--- src/rtl/w_stream_generator_pkg.sv ---
// ---------------------------------------------------------------------------
// w_stream_pkg
// Shared definitions for the w_stream_generator block.
//   - w_state_e : stream FSM states (W_IDLE, W_SHIFT, W_DONE)
//   - idx_w()   : width of bit_index for a given pattern width
//   - len_w()   : width of the len input for a given pattern width
// ---------------------------------------------------------------------------
package w_stream_pkg;

  localparam int PATTERN_W_DEFAULT = 16;

  typedef enum logic [1:0] {
    W_IDLE  = 2'd0,
    W_SHIFT = 2'd1,
    W_DONE  = 2'd2
  } w_state_e;

  // A one-bit pattern still needs a one-bit index register.
  function automatic int idx_w(input int pw);
    return (pw > 1) ? $clog2(pw) : 1;
  endfunction

  function automatic int len_w(input int pw);
    return idx_w(pw) + 1;
  endfunction

endpackage

--- src/rtl/w_stream_generator_if.sv ---
// ---------------------------------------------------------------------------
// w_stream_generator_if
// Control and serial-output bundle of the w stream generator.
//   start, stop, loop, pattern, len : driven by the controlling master
//   w, step, busy, done, bit_index  : driven by the generator (slave)
// ---------------------------------------------------------------------------
interface w_stream_generator_if
  import w_stream_pkg::*;
#(
  parameter int PATTERN_W = PATTERN_W_DEFAULT
);
  localparam int IDX_W = idx_w(PATTERN_W);
  localparam int LEN_W = len_w(PATTERN_W);

  logic                 start;
  logic                 stop;
  logic                 loop;
  logic [PATTERN_W-1:0] pattern;
  logic [LEN_W-1:0]     len;
  logic                 w;
  logic                 step;
  logic                 busy;
  logic                 done;
  logic [IDX_W-1:0]     bit_index;

  modport master (
    output start, stop, loop, pattern, len,
    input  w, step, busy, done, bit_index
  );

  modport slave (
    input  start, stop, loop, pattern, len,
    output w, step, busy, done, bit_index
  );
endinterface

--- src/rtl/w_stream_generator_tick_divider.sv ---
// ---------------------------------------------------------------------------
// tick_divider
// Emits a one-cycle tick every TICK_DIV cycles while enabled.
//   clock  : system clock
//   reset  : asynchronous active-high reset, counter -> 0
//   clear  : reload counter to TICK_DIV-1 (start of a new bit period)
//   enable : count down; counter holds while low
//   tick   : high when enabled and the counter is 0
// ---------------------------------------------------------------------------
module tick_divider #(
  parameter int TICK_DIV = 50_000_000
) (
  input  logic clock,
  input  logic reset,
  input  logic clear,
  input  logic enable,
  output logic tick
);
  localparam int CNT_W = (TICK_DIV > 2) ? $clog2(TICK_DIV) : 1;
  localparam logic [CNT_W-1:0] RELOAD = CNT_W'(TICK_DIV - 1);

  logic [CNT_W-1:0] cnt_q, cnt_d;

  assign tick = enable && (cnt_q == '0);

  // Auto-reload on the tick so consecutive bit periods need no extra clear.
  always_comb begin
    cnt_d = cnt_q;
    if (clear) begin
      cnt_d = RELOAD;
    end else if (enable) begin
      cnt_d = (cnt_q == '0) ? RELOAD : cnt_q - CNT_W'(1);
    end
  end

  always_ff @(posedge clock or posedge reset) begin
    if (reset) cnt_q <= '0;
    else       cnt_q <= cnt_d;
  end
endmodule

--- src/rtl/w_stream_generator.sv ---
// ---------------------------------------------------------------------------
// w_stream_generator
// Latches a bit pattern and serialises it MSB-first onto w, one bit every
// TICK_DIV cycles, with a step strobe in the last cycle of each bit.
//   clock, reset : system clock, asynchronous active-high reset
//   bus (slave)  : start/stop/loop/pattern/len in; w/step/busy/done/bit_index out
// Build option: define W_STREAM_LOOP_EN to honour the loop input (pattern
// reload on completion); otherwise loop is ignored and every stream ends in
// DONE with a done pulse.
// ---------------------------------------------------------------------------
module w_stream_generator
  import w_stream_pkg::*;
#(
  parameter int PATTERN_W = 16,
  parameter int TICK_DIV  = 50_000_000
) (
  input  logic                   clock,
  input  logic                   reset,
  w_stream_generator_if.slave    bus
);
  localparam int IDX_W = idx_w(PATTERN_W);
  localparam int LEN_W = len_w(PATTERN_W);

  w_state_e             state_q, state_d;
  logic [PATTERN_W-1:0] sr_q, sr_d;
  logic [LEN_W-1:0]     len_q, len_d;
  logic [IDX_W-1:0]     idx_q, idx_d;
  logic                 done_q, done_d;
  logic                 clear, tick, busy, last_bit;

  function automatic logic [LEN_W-1:0] clamp_len(input logic [LEN_W-1:0] l);
    if ((l == '0) || (l > LEN_W'(PATTERN_W))) return LEN_W'(PATTERN_W);
    return l;
  endfunction

`ifdef W_STREAM_LOOP_EN
  logic [PATTERN_W-1:0] pat_q, pat_d;
`else
  logic unused_loop;
  assign unused_loop = bus.loop;
`endif

  assign busy     = (state_q == W_SHIFT);
  assign last_bit = ({1'b0, idx_q} >= (len_q - LEN_W'(1)));

  tick_divider #(.TICK_DIV(TICK_DIV)) u_div (
    .clock  (clock),
    .reset  (reset),
    .clear  (clear),
    .enable (busy),
    .tick   (tick)
  );

  always_comb begin
    state_d = state_q;
    sr_d    = sr_q;
    len_d   = len_q;
    idx_d   = idx_q;
    done_d  = 1'b0;
    clear   = 1'b0;
`ifdef W_STREAM_LOOP_EN
    pat_d   = pat_q;
`endif
    if (bus.stop) begin
      // Abort wins over start and over a pending step; no done pulse.
      state_d = W_IDLE;
      sr_d    = '0;
      idx_d   = '0;
    end else begin
      case (state_q)
        W_IDLE, W_DONE: begin
          if (bus.start) begin
            state_d = W_SHIFT;
            sr_d    = bus.pattern;
            len_d   = clamp_len(bus.len);
            idx_d   = '0;
            clear   = 1'b1;
`ifdef W_STREAM_LOOP_EN
            pat_d   = bus.pattern;
`endif
          end
        end
        W_SHIFT: begin
          if (tick) begin
            if (!last_bit) begin
              sr_d  = sr_q << 1;
              idx_d = idx_q + IDX_W'(1);
            end else begin
`ifdef W_STREAM_LOOP_EN
              if (bus.loop) begin
                sr_d  = pat_q;
                idx_d = '0;
              end else begin
                state_d = W_DONE;
                done_d  = 1'b1;
              end
`else
              state_d = W_DONE;
              done_d  = 1'b1;
`endif
            end
          end
        end
        default: state_d = W_IDLE;
      endcase
    end
  end

  always_ff @(posedge clock or posedge reset) begin
    if (reset) begin
      state_q <= W_IDLE;
      sr_q    <= '0;
      len_q   <= '0;
      idx_q   <= '0;
      done_q  <= 1'b0;
`ifdef W_STREAM_LOOP_EN
      pat_q   <= '0;
`endif
    end else begin
      state_q <= state_d;
      sr_q    <= sr_d;
      len_q   <= len_d;
      idx_q   <= idx_d;
      done_q  <= done_d;
`ifdef W_STREAM_LOOP_EN
      pat_q   <= pat_d;
`endif
    end
  end

  // w and bit_index are forced to 0 outside SHIFT so IDLE/DONE read quiet.
  assign bus.w         = busy & sr_q[PATTERN_W-1];
  assign bus.step      = tick;
  assign bus.busy      = busy;
  assign bus.done      = done_q;
  assign bus.bit_index = busy ? idx_q : '0;
endmodule

--- src/flat_wrapper.sv ---
// flat-port wrapper written by rule: the top's interface ports become plain ports
module w_stream_generator_flat import w_stream_pkg::*;
#(
  parameter int PATTERN_W = 16,
  parameter int TICK_DIV  = 50_000_000
)
  (clock, reset, bus_start, bus_stop, bus_loop, bus_pattern, bus_len, bus_w, bus_step, bus_busy, bus_done, bus_bit_index);
  w_stream_generator_if #(.PATTERN_W(PATTERN_W)) bus_i ();
  input  logic clock;
  input  logic reset;
  input wire logic [$bits(bus_i.start)-1:0] bus_start;
  input wire logic [$bits(bus_i.stop)-1:0] bus_stop;
  input wire logic [$bits(bus_i.loop)-1:0] bus_loop;
  input wire logic [$bits(bus_i.pattern)-1:0] bus_pattern;
  input wire logic [$bits(bus_i.len)-1:0] bus_len;
  output wire logic [$bits(bus_i.w)-1:0] bus_w;
  output wire logic [$bits(bus_i.step)-1:0] bus_step;
  output wire logic [$bits(bus_i.busy)-1:0] bus_busy;
  output wire logic [$bits(bus_i.done)-1:0] bus_done;
  output wire logic [$bits(bus_i.bit_index)-1:0] bus_bit_index;
  assign bus_i.start = bus_start;
  assign bus_i.stop = bus_stop;
  assign bus_i.loop = bus_loop;
  assign bus_i.pattern = bus_pattern;
  assign bus_i.len = bus_len;
  assign bus_w = bus_i.w;
  assign bus_step = bus_i.step;
  assign bus_busy = bus_i.busy;
  assign bus_done = bus_i.done;
  assign bus_bit_index = bus_i.bit_index;
  w_stream_generator #(.PATTERN_W(PATTERN_W), .TICK_DIV(TICK_DIV)) u_core (.clock(clock), .reset(reset), .bus(bus_i));
endmodule
--- config.mk ---
export PLATFORM = sky130hd
export DESIGN_NAME = w_stream_generator_flat
export DESIGN_NICKNAME = d
export VERILOG_FILES = /design/src/rtl/w_stream_generator_pkg.sv /design/src/rtl/w_stream_generator_if.sv /design/src/rtl/w_stream_generator_tick_divider.sv /design/src/rtl/w_stream_generator.sv /design/src/flat_wrapper.sv
export SDC_FILE = /design/constraint.sdc
export NUM_CORES = 1
export LEC_CHECK = 0
export CAP_MARGIN = 25
export CORE_UTILIZATION = 35
export DETAILED_ROUTE_END_ITERATION = 10
export MAX_ROUTING_LAYER = met4
export SYNTH_ARGS = -nofsm -noshare
export SYNTH_HDL_FRONTEND = slang
export SYNTH_SLANG_ARGS = --single-unit
--- constraint.sdc ---
create_clock -name clock -period 4.7 [get_ports clock]
set_input_delay 0.94 -clock clock [delete_from_list [all_inputs] [get_ports clock]]
set_output_delay 0.94 -clock clock [all_outputs]
set_load 0.05 [all_outputs]
### Word-level counts from Yosys, hierarchy flattened

Cells that the tools add are included.

| word-level totals | value |
|---|---|
| logic and storage cells | 62 |
| register bits | 54 |
| bits of input ports | 26 |

| operators by class | value |
|---|---|
| bitwise gates (word level) | 2 |
| add/subtract/negate cells | 3 |
| reduce and logical (&&, ||, !) cells | 11 |
| eq/ne operators | 6 |
| $lt $le $gt $ge | 2 |
| mux-type cells | 32 |

Operators by type and width:

| kind | count |
|---|---|
| $mux 26 | 3 |
| $mux 16 | 4 |
| $pmux 16 s2 | 1 |
| $logic_not 26->1 | 1 |
| $sub 26x1->26 const B | 1 |
| $mux 4 | 5 |
| $ne 3x3->1 const B | 4 |
| $mux 1 | 11 |
| $mux 5 | 2 |
| $mux 2 | 4 |
| $pmux 4 s2 | 1 |
| $reduce_and 3->1 | 2 |
| $ge 4x5->1 | 1 |
| $gt 5x5->1 const B | 1 |
| $logic_not 5->1 | 1 |
| $sub 5x1->5 const B | 1 |
| $add 4x1->4 const B | 1 |
| $pmux 2 s2 | 1 |
| $reduce_and 4->1 | 1 |
| $reduce_bool 3->1 | 1 |
| $eq 2x1->1 const B | 1 |
| $eq 2x2->1 const B | 1 |
| $logic_not 2->1 | 1 |
| $reduce_bool 2->1 | 1 |
| other kinds (5) | 5 |

### Logic depth before layout (Yosys ltp)

Gate-level depths: netlist (run 1).

| logic depth | value |
|---|---|
| depth in word-level cells | 7 |
| depth in mapped cells | 9 |
| depth with buffers taken out | 8 |

### Modules after synthesis

From an unflattened synthesis (run 1), not the netlist that was laid out.

| second synthesis, totals | value |
|---|---|
| cell total of the unflattened synthesis | 288 |
| area, all modules | 2951.6 sq um |

By module, submodules not included:

| module | instances | area an instance (sq um) | cells an instance | sequential area each (sq um) |
|---|---|---|---|---|
| w_stream_generator | 1 | 1496.4 | 133 | 700.7 |
| tick_divider | 1 | 1455.1 | 155 | 650.6 |

### Worst setup path before layout (run 1)

Ideal clock, no wire load.

| path | value |
|---|---|
| path type | flip-flop to output port |
| from | register u_core.u_div.cnt_q[10] |
| to | output bus_step |
| data arrival time | 2368 ps |
| buffers on the path | 1 |
| setup slack | 1392 ps |
| stages on the path, launching flop included | 6 |
| required time | 3760 ps |
| path through | dfrtp_1 or4_4 or4_4 or4_4 buf_6 inv_1 |

| between the ends | value |
|---|---|
| longest elaborated chain between the ends | 2 |

RTL lines:

| what | line | source |
|---|---|---|
| from (decl) | w_stream_generator_tick_divider.sv:22 | `logic [CNT_W-1:0] cnt_q, cnt_d;` |
| from (signal assigned) | w_stream_generator_tick_divider.sv:38 | `else cnt_q <= cnt_d;` |
| $logic_not 26->1 | w_stream_generator_tick_divider.sv:24 | `assign tick = enable && (cnt_q == '0);` |
| $logic_and 1x1->1 | w_stream_generator_tick_divider.sv:24 |  |
| to (decl) | flat_wrapper.sv:17 | `output wire logic [$bits(bus_i.step)-1:0] bus_step;` |

Every way passes these cells.

### Worst setup path after layout (run 1)

Same ends and word-level chain as after synthesis.

==> results_dict.tcl, run 1 <==
set metrics [dict create \
    p_leak_nw 1.37 \
    synth.distinct_cells 38 \
    critical_path_class "flip-flop to output pin" \
    cp_max_fo 12 \
    synth-edff-count 0 \
    synth-main-ff-cell "dfrtp_1" \
    slew_violations 0 \
    antenna_cells 0 \
    drv_cap 0 \
    drt_wl_total_mm 5.63 \
    register_area_um2 1350 \
    drt_iter0_drc 58 \
    seq_area_frac_synth_pct 46.5 \
    fillers 791 \
    dpl.cell_count 438 \
    pwr-share-clk_pct 28.3 \
    power_density_nw_per_um2 274 \
    syn_nets 342 \
    area_growth_pct 18.6 \
    core_um2 7890 \
    grt_max_degree 32 \
    instances_no_fill 446 \
    setup_ws_ps 347 \
    outcome "finished clean" \
    cts_num_sinks 54 \
    skew_ps 10.1 \
    place_ws_ps 680 \
    hold_viol 0 \
    dr.pass1.iters 4 \
    clock.fmax_mhz 230 \
    routabilityCongestion 0.771 \
    via_per_inst 4.96 \
    clk-insertion-delay-late_ps 320 \
    nets 377 \
    postLayoutCoreUtil_pct 43.7 \
    async_reset_ff_share_pct 100 \
    avgSynthCellArea_um2 9.44 \
    grt_usage_pct 14.9 \
    pwr-share-comb_pct 17.3 \
    crit_chain "or4_4 > or4_4 > or4_4 > inv_1 > clkdlybuf4s50_1" \
    worstPathArrival_ps 3410 \
    ctsHoldBuffers 0 \
    grt_first_pass_wirelength_mm 9.98 \
    grt_antenna_before_repair 0 \
    die_h_um 93.2 \
    critical_path_buf_inv_count 2 \
    initial_core_util_pct 36.9 \
    finalCriticalPeriod_ps 4350 \
    hp-class "flip-flop to flip-flop" \
    intPower_w 0.000677 \
    multi_input_area_um2 1440 \
    dieWidth_um 93.2 \
    cts_htree_levels 2 \
    yosysWarningCount 0 \
    hpwl_mm 3.91 \
    synth_cells 308 \
    seq_power_share_pct 54.4 \
    drc 0 \
    min_period_over_period_pct 92.6 \
    drive_above_1_share_pct 9.01 \
    die_area_um2 8680 \
    numCtsBuffers 5 \
    cp_top_family "simple AND/OR/NAND/NOR gates" \
    end_kind "output pin" \
    finalSetupViolations 0 \
    grt_pass1_vias 2161 \
    final.setup.tns_ps 0 \
    slew_headroom_pct 39.8 \
    syn_area_um2 2910 \
    ctsResizeCount 0 \
    ios 34 \
    post-cts-setup-buffers 0 \
    ys_seq_elements 54 \
    cts_tree "done" \
    crit_path_max_incr_delay_ps 820 \
    switchingPower_w 0.000269 \
    cpMaxStageDelayCell "clkdlybuf4s50_1" \
    ant_nets 0 \
    wire_per_inst_um 12.6 \
    gr-total-overflow 0 \
    rsz0062_at_grt "false" \
    path_clk_slew_ps 90 \
    finalPower_w 0.000946 \
    vias 2212 \
    row_count 32 \
    port_buffers 32 \
    crit_required_ps 3760 \
    crit_path_frequent_cell "or4_4" \
    cp-start-kind "flip-flop" \
    worst_slew_pin_slew_ps 891 \
    ctsRootBufferMaster "clkbuf_8" \
    ir_drop_uv 104 \
    swShare_pct 28.5 \
    cts_buffer_depth 2 \
]
==> metrics by stage <==
stage               area [um^2]  hold slack [ps]
floorplan                  2910              449
global placement           3360              461
detailed placement         3360              475
CTS                        3450              488
global route               3450              510
finish                     3450              486
==> cell usage after synthesis, drive strengths merged (4+ instances only) <==
| library cell | number | area (um^2) |
|---|---|---|
| o211ai | 5 | 37.5 |
| nor4 | 8 | 50.1 |
| o21ai | 7 | 46.3 |
| clkbuf | 10 | 37.5 |
| nand2 | 62 | 233 |
| nor2 | 17 | 63.8 |
| ha | 8 | 100 |
| inv | 14 | 52.6 |
| xnor2 | 20 | 175 |
| nand2b | 5 | 31.3 |
| or4 | 8 | 71.3 |
| and2 | 4 | 25.0 |
| mux2 | 15 | 169 |
| nand3 | 5 | 25.0 |
| nor3 | 15 | 75.1 |
| a21oi | 20 | 100 |
| dfrtp | 54 | 1350 |
==> cells in the final DEF (no fill, tap or decap), types with 6 or more instances in the layout <==
cell / netlist / final
nand2_1: 62 / 62
dfrtp_1: 54 / 54
clkdlybuf4s50_1: 0 / 32
xnor2_1: 20 / 20
a21oi_1: 20 / 20
nor2_1: 17 / 17
nor3_1: 15 / 15
inv_1: 14 / 13
mux2_1: 9 / 9
nor4_1: 8 / 8
ha_1: 8 / 8
buf_4: 0 / 8
o21ai_0: 6 / 6
mux2_2: 6 / 6
==> cell families (layout without fill, tap and decap cells) <==
kind of cell    after synthesis  after routing  synth area share [%]
xor+xnor                     23             23                  6.93
simple gates                134            134                  22.3
compound gates               45             45                  10.4
fa+ha+maj                     8              8                  3.44
mux                          17             17                  6.50
flops                        54             54                  46.5
buf+inv                      27             63                  4.00
==> metal layers <==
| layer | up-vias | share of wire [%] | global-route usage (%) | routed length, um |
|---|---|---|---|---|
| met4 | 0 | 1.5 | 5.38 | 87 |
| met2 | 26 | 45 | 22.9 | 2520 |
| met3 | 6 | 2.9 | 2.85 | 162 |
| li1 | 1129 | - | - | - |
| met5 | - | 0 | - | 0 |
| met1 | 1051 | 51 | 19.5 | 2860 |
==> cell type report <==
class	count	area share (%)
tap	102	3.70
inverter	15	1.63
sequential	54	39.2
multi-input combinational	227	41.7
clock buffer	5	1.99
clock inverter	3	0.725
timing repair buffer	40	11.0
==> state kept, by name (all words and copies together), names as in the netlist <==
register / count
u_core.u_div.cnt_q: 26
u_core.sr_q: 16
u_core.len_q: 5
u_core.idx_q: 4
u_core.state_q: 2
u_core.bus.done: 1
==> path summary, 6_finish.rpt <==
path                                        start                      to  slack (ps)  depth (start not counted)
max reg2reg                u_core.u_div.cnt_q[10]         u_core.sr_q[10]        1550                          5
max in group asynchronous                   reset         u_core.sr_q[12]        2880                          3
min in group asynchronous                   reset  u_core.u_div.cnt_q[22]        1060                          2
max                        u_core.u_div.cnt_q[10]                bus_step         350                          5
min                        u_core.u_div.cnt_q[24]  u_core.u_div.cnt_q[24]         490                          1
min reg2reg                u_core.u_div.cnt_q[24]  u_core.u_div.cnt_q[24]         490                          1
==> power by group through the flow <==
stage	sequential, W	combinational, W	clock (W)
final	0.000515	0.000163	0.000268
after global routing	0.000519	0.000188	0.000299
after CTS	0.000515	0.000166	0.000279
after detailed placement	0.000524	0.000166	0
after global placement	0.000523	0.000163	0
after floorplan	0.000519	0.000115	0
No activity file was read; power rests on OpenSTA's default activity.
==> inputs of run 2 (changes only) <==
--- a/config.mk
+++ b/config.mk
@@ -6,9 +6,12 @@
 export NUM_CORES = 1
 export LEC_CHECK = 0
 export CAP_MARGIN = 25
+export CORE_MARGIN = 2
 export CORE_UTILIZATION = 35
+export CTS_CLUSTER_DIAMETER = 150
 export DETAILED_ROUTE_END_ITERATION = 10
 export MAX_ROUTING_LAYER = met4
+export PLACE_DENSITY = 0.54
 export SYNTH_ARGS = -nofsm -noshare
 export SYNTH_HDL_FRONTEND = slang
 export SYNTH_SLANG_ARGS = --single-unit
==> run 2 against run 1 <==
Die area grew 4.3%. Via count grew 1.6%. Largest cell class unchanged. Utilization shrank 1.3 points.
==> results_dict.tcl, run 2 (synthesized netlist as in run 1, its figures left out) <==
set metrics [dict create \
    cp_top_family "simple AND/OR/NAND/NOR gates" \
    cts_num_sinks 54 \
    ir_drop_uv 102 \
    hp-class "flip-flop to flip-flop" \
    ctsRootBufferMaster "clkbuf_8" \
    final.setup.tns_ps 0 \
    ios 34 \
    routabilityCongestion 0.775 \
    antenna_cells 0 \
    drt_iter0_drc 72 \
    die_area_um2 9050 \
    drv_cap 0 \
    crit_path_frequent_cell "or4_4" \
    postLayoutCoreUtil_pct 42.4 \
    via_per_inst 5.00 \
    vias 2247 \
    finalSetupViolations 0 \
    grt_max_degree 37 \
    clock.fmax_mhz 230 \
    slew_violations 0 \
    ant_nets 0 \
    worst_slew_pin_slew_ps 988 \
    critical_path_buf_inv_count 2 \
    numCtsBuffers 5 \
    mostFrequentLayoutCells "nand2_1, dfrtp_1, clkdlybuf4s50_1" \
    crit_chain "or4_4 > or4_4 > or4_4 > inv_1 > clkdlybuf4s50_1" \
    cpMaxStageDelayCell "clkdlybuf4s50_1" \
    reg_top3 "u_core.u_div.cnt_q x26, u_core.sr_q x16, u_core.len_q x5" \
    hold_viol 0 \
    cp-start-kind "flip-flop" \
    power_density_nw_per_um2 272 \
    largest-register "u_core.u_div.cnt_q" \
    largest_register_ff_count 26 \
    die_h_um 95.2 \
    grt_usage_pct 14.8 \
    grt_first_pass_wirelength_mm 10.2 \
    rsz0062_at_grt "false" \
    post-cts-setup-buffers 0 \
    min_period_over_period_pct 92.5 \
    cp_max_fo 12 \
    hpwl_mm 3.98 \
    critical_path_class "flip-flop to output pin" \
    p_leak_nw 1.37 \
    initial_core_util_pct 35.7 \
    finalCriticalPeriod_ps 4350 \
    clk-insertion-delay-late_ps 310 \
    ctsResizeCount 0 \
    layout_commonest_cell "nand2_1" \
    core_um2 8130 \
    drive_above_1_share_pct 9.01 \
    nets 377 \
    rrSetupSlack_ps 1550 \
    cts_buffer_depth 2 \
    end_kind "output pin" \
    slew_headroom_pct 33.3 \
    crit_path_max_incr_delay_ps 820 \
    port_buffers 32 \
    path_clk_slew_ps 100 \
    outcome "finished clean" \
    row_count 33 \
    drc 0 \
    skew_ps 6.74 \
    cts_htree_levels 2 \
    dieWidth_um 95.2 \
    gr-total-overflow 0 \
    area_growth_pct 18.6 \
    wire_per_inst_um 12.8 \
    cts_tree "done" \
    ctsHoldBuffers 0 \
    final_area_um2 3450 \
    place_area_um2 3360 \
    drt_wl_total_mm 5.75 \
    grt_antenna_before_repair 0 \
    crit_required_ps 3760 \
    dr.pass1.iters 4 \
    worstPathArrival_ps 3410 \
    grt_pass1_vias 2209 \
]
==> run 2: final cells by class <==
type	instances	area (um^2)
timing repair buffer	40	380
multi-input combinational	227	1440
sequential	54	1350
inverter	15	56.3
clock buffer	5	68.8
tap	105	131
fill	812	4680
clock inverter	3	21.3
==> run 2: final timing paths <==
check,from,end,depth (start not counted)
max,u_core.u_div.cnt_q[10],bus_step,5
min,u_core.sr_q[15],u_core.sr_q[15],1
max reg2reg,u_core.u_div.cnt_q[10],u_core.sr_q[11],5
min reg2reg,u_core.sr_q[15],u_core.sr_q[15],1
max in group asynchronous,reset,u_core.u_div.cnt_q[8],3
min in group asynchronous,reset,u_core.u_div.cnt_q[20],2
==> run 2: stage by stage <==
stage / instances / power [W] / setup WS, ps / hold WS (ps)
after global routing: 449 / 0.00100 / 214 / 524
after global placement: 441 / 0.000689 / 698 / 461
after detailed placement: 441 / 0.000692 / 693 / 473
after floorplan: 308 / 0.000634 / 1390 / 449
after CTS: 449 / 0.000955 / 345 / 497
final: 449 / 0.000939 / 353 / 488
==> run 2: power by group <==
group	internal (W)	total, W	leakage [nW]	switching, W
combinational	0.0000758	0.000165	0.684	0.0000894
sequential	0.000493	0.000515	0.645	0.0000210
clock	0.000105	0.000259	0.0441	0.000154
total	0.000674	0.000939	1.37	0.000265
==> run 2: worst register-to-register path, cell delays in order (launching register included) <==
cell	delay [ps]
dfrtp_1	440
or4_4	570
or4_4	520
or4_4	600
o21ai_4	520
mux2_2	410
==> run 2: metal layers <==
metal / vias to the layer above / part of all wire (%) / GRT usage (%)
met1: 1075 / 50 / 19.7
met4: 0 / 0.64 / 3.62
li1: 1135 / - / -
met3: 7 / 3.2 / 3.08
met2: 30 / 46 / 23.1
met5: - / 0 / -
==> inputs of run 3 (changes only) <==
--- a/config.mk
+++ b/config.mk
@@ -5,8 +5,6 @@
 export SDC_FILE = /design/constraint.sdc
 export NUM_CORES = 1
 export LEC_CHECK = 0
-export CAP_MARGIN = 25
-export CORE_MARGIN = 2
 export CORE_UTILIZATION = 35
 export CTS_CLUSTER_DIAMETER = 150
 export DETAILED_ROUTE_END_ITERATION = 10
==> run 3 against run 2 <==
Wire length is 1.3% higher. Non-clock buffer count is the same. Global-route usage up 0.94 points. Worst hold slack improved by 2.8 ps. Via count is 0.93% lower. Final cell count shrank 0.67%. Clock skew up 2.4 ps. First-iteration DRC count decreased by 15%. Count of clock-buffer cells in the layout unchanged. Largest power group unchanged. Highest routed layer unchanged.
==> results_dict.tcl, run 3 (synthesized netlist as in run 1, its figures left out) <==
set metrics [dict create \
    outcome "finished clean" \
    power_density_nw_per_um2 287 \
    clock.fmax_mhz 229 \
    crit_chain "or4_4 > or4_4 > or4_4 > inv_1 > clkdlybuf4s50_1" \
    finalCriticalPeriod_ps 4370 \
    ant_nets 0 \
    path_clk_slew_ps 100 \
    crit_required_ps 3760 \
    grt_pass1_vias 2200 \
    die_h_um 93.2 \
    antenna_cells 0 \
    nets 377 \
    dr.pass1.iters 5 \
    hold_viol 0 \
    largest_register_ff_count 26 \
    die_area_um2 8680 \
    finalSetupViolations 0 \
    p_leak_nw 1.38 \
    grt_max_degree 41 \
    rr_endpoint "u_core.sr_q[11]" \
    via_per_inst 4.99 \
    numCtsBuffers 5 \
    hpwl_mm 4.05 \
    clk-insertion-delay-late_ps 310 \
    min_period_over_period_pct 92.9 \
    core_um2 7890 \
    r2r_cells 5 \
    drc 0 \
    drive_above_1_share_pct 9.01 \
    wire_per_inst_um 13.1 \
    slew_headroom_pct 35.4 \
    critical_path_class "flip-flop to output pin" \
    routabilityCongestion 0.741 \
    cp_max_fo 12 \
    crit_path_start "u_core.u_div.cnt_q[10]" \
    drv_cap 0 \
    grt_antenna_before_repair 0 \
    drt_iter0_drc 61 \
    gr-total-overflow 0 \
    crit_path_max_incr_delay_ps 820 \
    ctsResizeCount 0 \
    cts_tree "done" \
    cpMaxStageDelayCell "clkdlybuf4s50_1" \
    crit_path_frequent_cell "or4_4" \
    ir_drop_uv 151 \
    rsz0062_at_grt "false" \
    cp-start-kind "flip-flop" \
    grt_usage_pct 15.7 \
    largest-register "u_core.u_div.cnt_q" \
    area_growth_pct 19.3 \
    worst_slew_pin_slew_ps 945 \
    port_buffers 32 \
    row_count 32 \
    timing.rr.start "u_core.u_div.cnt_q[10]" \
    reg_top3 "u_core.u_div.cnt_q x26, u_core.sr_q x16, u_core.len_q x5" \
    hp-class "flip-flop to flip-flop" \
    cts_buffer_depth 2 \
    final.setup.tns_ps 0 \
    dpl.cell_count 438 \
    ctsHoldBuffers 0 \
    worstSetupPathDepth 5 \
    critical_path_buf_inv_count 2 \
    initial_core_util_pct 36.9 \
    ctsRootBufferMaster "clkbuf_8" \
    end_kind "output pin" \
    grt_first_pass_wirelength_mm 10.4 \
    ios 34 \
    mostFrequentLayoutCells "nand2_1, dfrtp_1, clkdlybuf4s50_1" \
    dieWidth_um 93.2 \
    cts_htree_levels 2 \
    drt_wl_total_mm 5.83 \
    fillers 799 \
    cp_top_family "simple AND/OR/NAND/NOR gates" \
    place_ws_ps 681 \
    post-cts-setup-buffers 0 \
    crit_path_end "bus_step" \
    cts_num_sinks 54 \
    vias 2226 \
    worstPathArrival_ps 3430 \
    slew_violations 0 \
    instances_no_fill 446 \
    setup_ws_ps 334 \
    rrSetupSlack_ps 1550 \
    skew_ps 9.10 \
    layout_commonest_cell "nand2_1" \
]
[run 3: cell types whose count changed in the layout (fill, tap and decap cells not counted)]
cell	before	now
bufinv_16	0	1
clkinv_2	1	0
clkinv_4	1	0
clkinvlp_4	1	2
[run 3: worst register-to-register path, stage by stage (launching register included)]
cell and delay, ps:
dfrtp_1 460, or4_4 580, or4_4 520, or4_4 600, o21ai_4 500, mux2_2 400
[run 3: final cells by class]
type,instances,area (um^2),share of cell area (%)
multi-input cells,227,1440,41.5
well taps,102,128,3.68
repair buffers,40,380,11.0
clock buffers,5,68.8,1.98
flip-flops and latches,54,1350,38.9
inverters,15,56.3,1.62
clock inverters,3,45.0,1.30
[run 3: report_power, final]
part	total (W)	internal [W]	switching [W]
Combinational	0.000164	0.0000754	0.0000887
Clock	0.000317	0.000159	0.000158
Sequential	0.000515	0.000493	0.0000212
[run 3: routing by layer]
metal  vias up  wire (um)  GRT usage [%]
li1       1137          -              -
met1      1052       2920           20.5
met2        30       2650           25.2
met3         7        181           2.76
met4         0         76           4.23
met5         -          0              -
[run 3: through the flow]
stage	hold WS, ps	instance area (um^2)	utilization [%]	power (W)
global route	519	3470	44.0	0.00106
CTS	501	3470	44.0	0.00101
global placement	460	3360	42.5	0.000689
floorplan	449	2910	-	0.000634
detailed placement	476	3360	42.5	0.000691
finish	491	3470	44.0	0.000995
[run 3: worst min path at each step]
| stage | startpoint | end | slack, ps | cells past startpoint |
|---|---|---|---|---|
| 3_5_place_dp | u_core.sr_q[15] | u_core.sr_q[15] | 480 | 1 |
| 5_1_grt | u_core.sr_q[15] | u_core.sr_q[15] | 520 | 1 |
| 6_report | u_core.sr_q[15] | u_core.sr_q[15] | 490 | 1 |
| 4_1_cts | u_core.sr_q[15] | u_core.sr_q[15] | 500 | 1 |
| 2_1_floorplan | u_core.sr_q[15] | u_core.sr_q[15] | 450 | 1 |
| 3_3_place_gp | u_core.sr_q[15] | u_core.sr_q[15] | 460 | 1 |
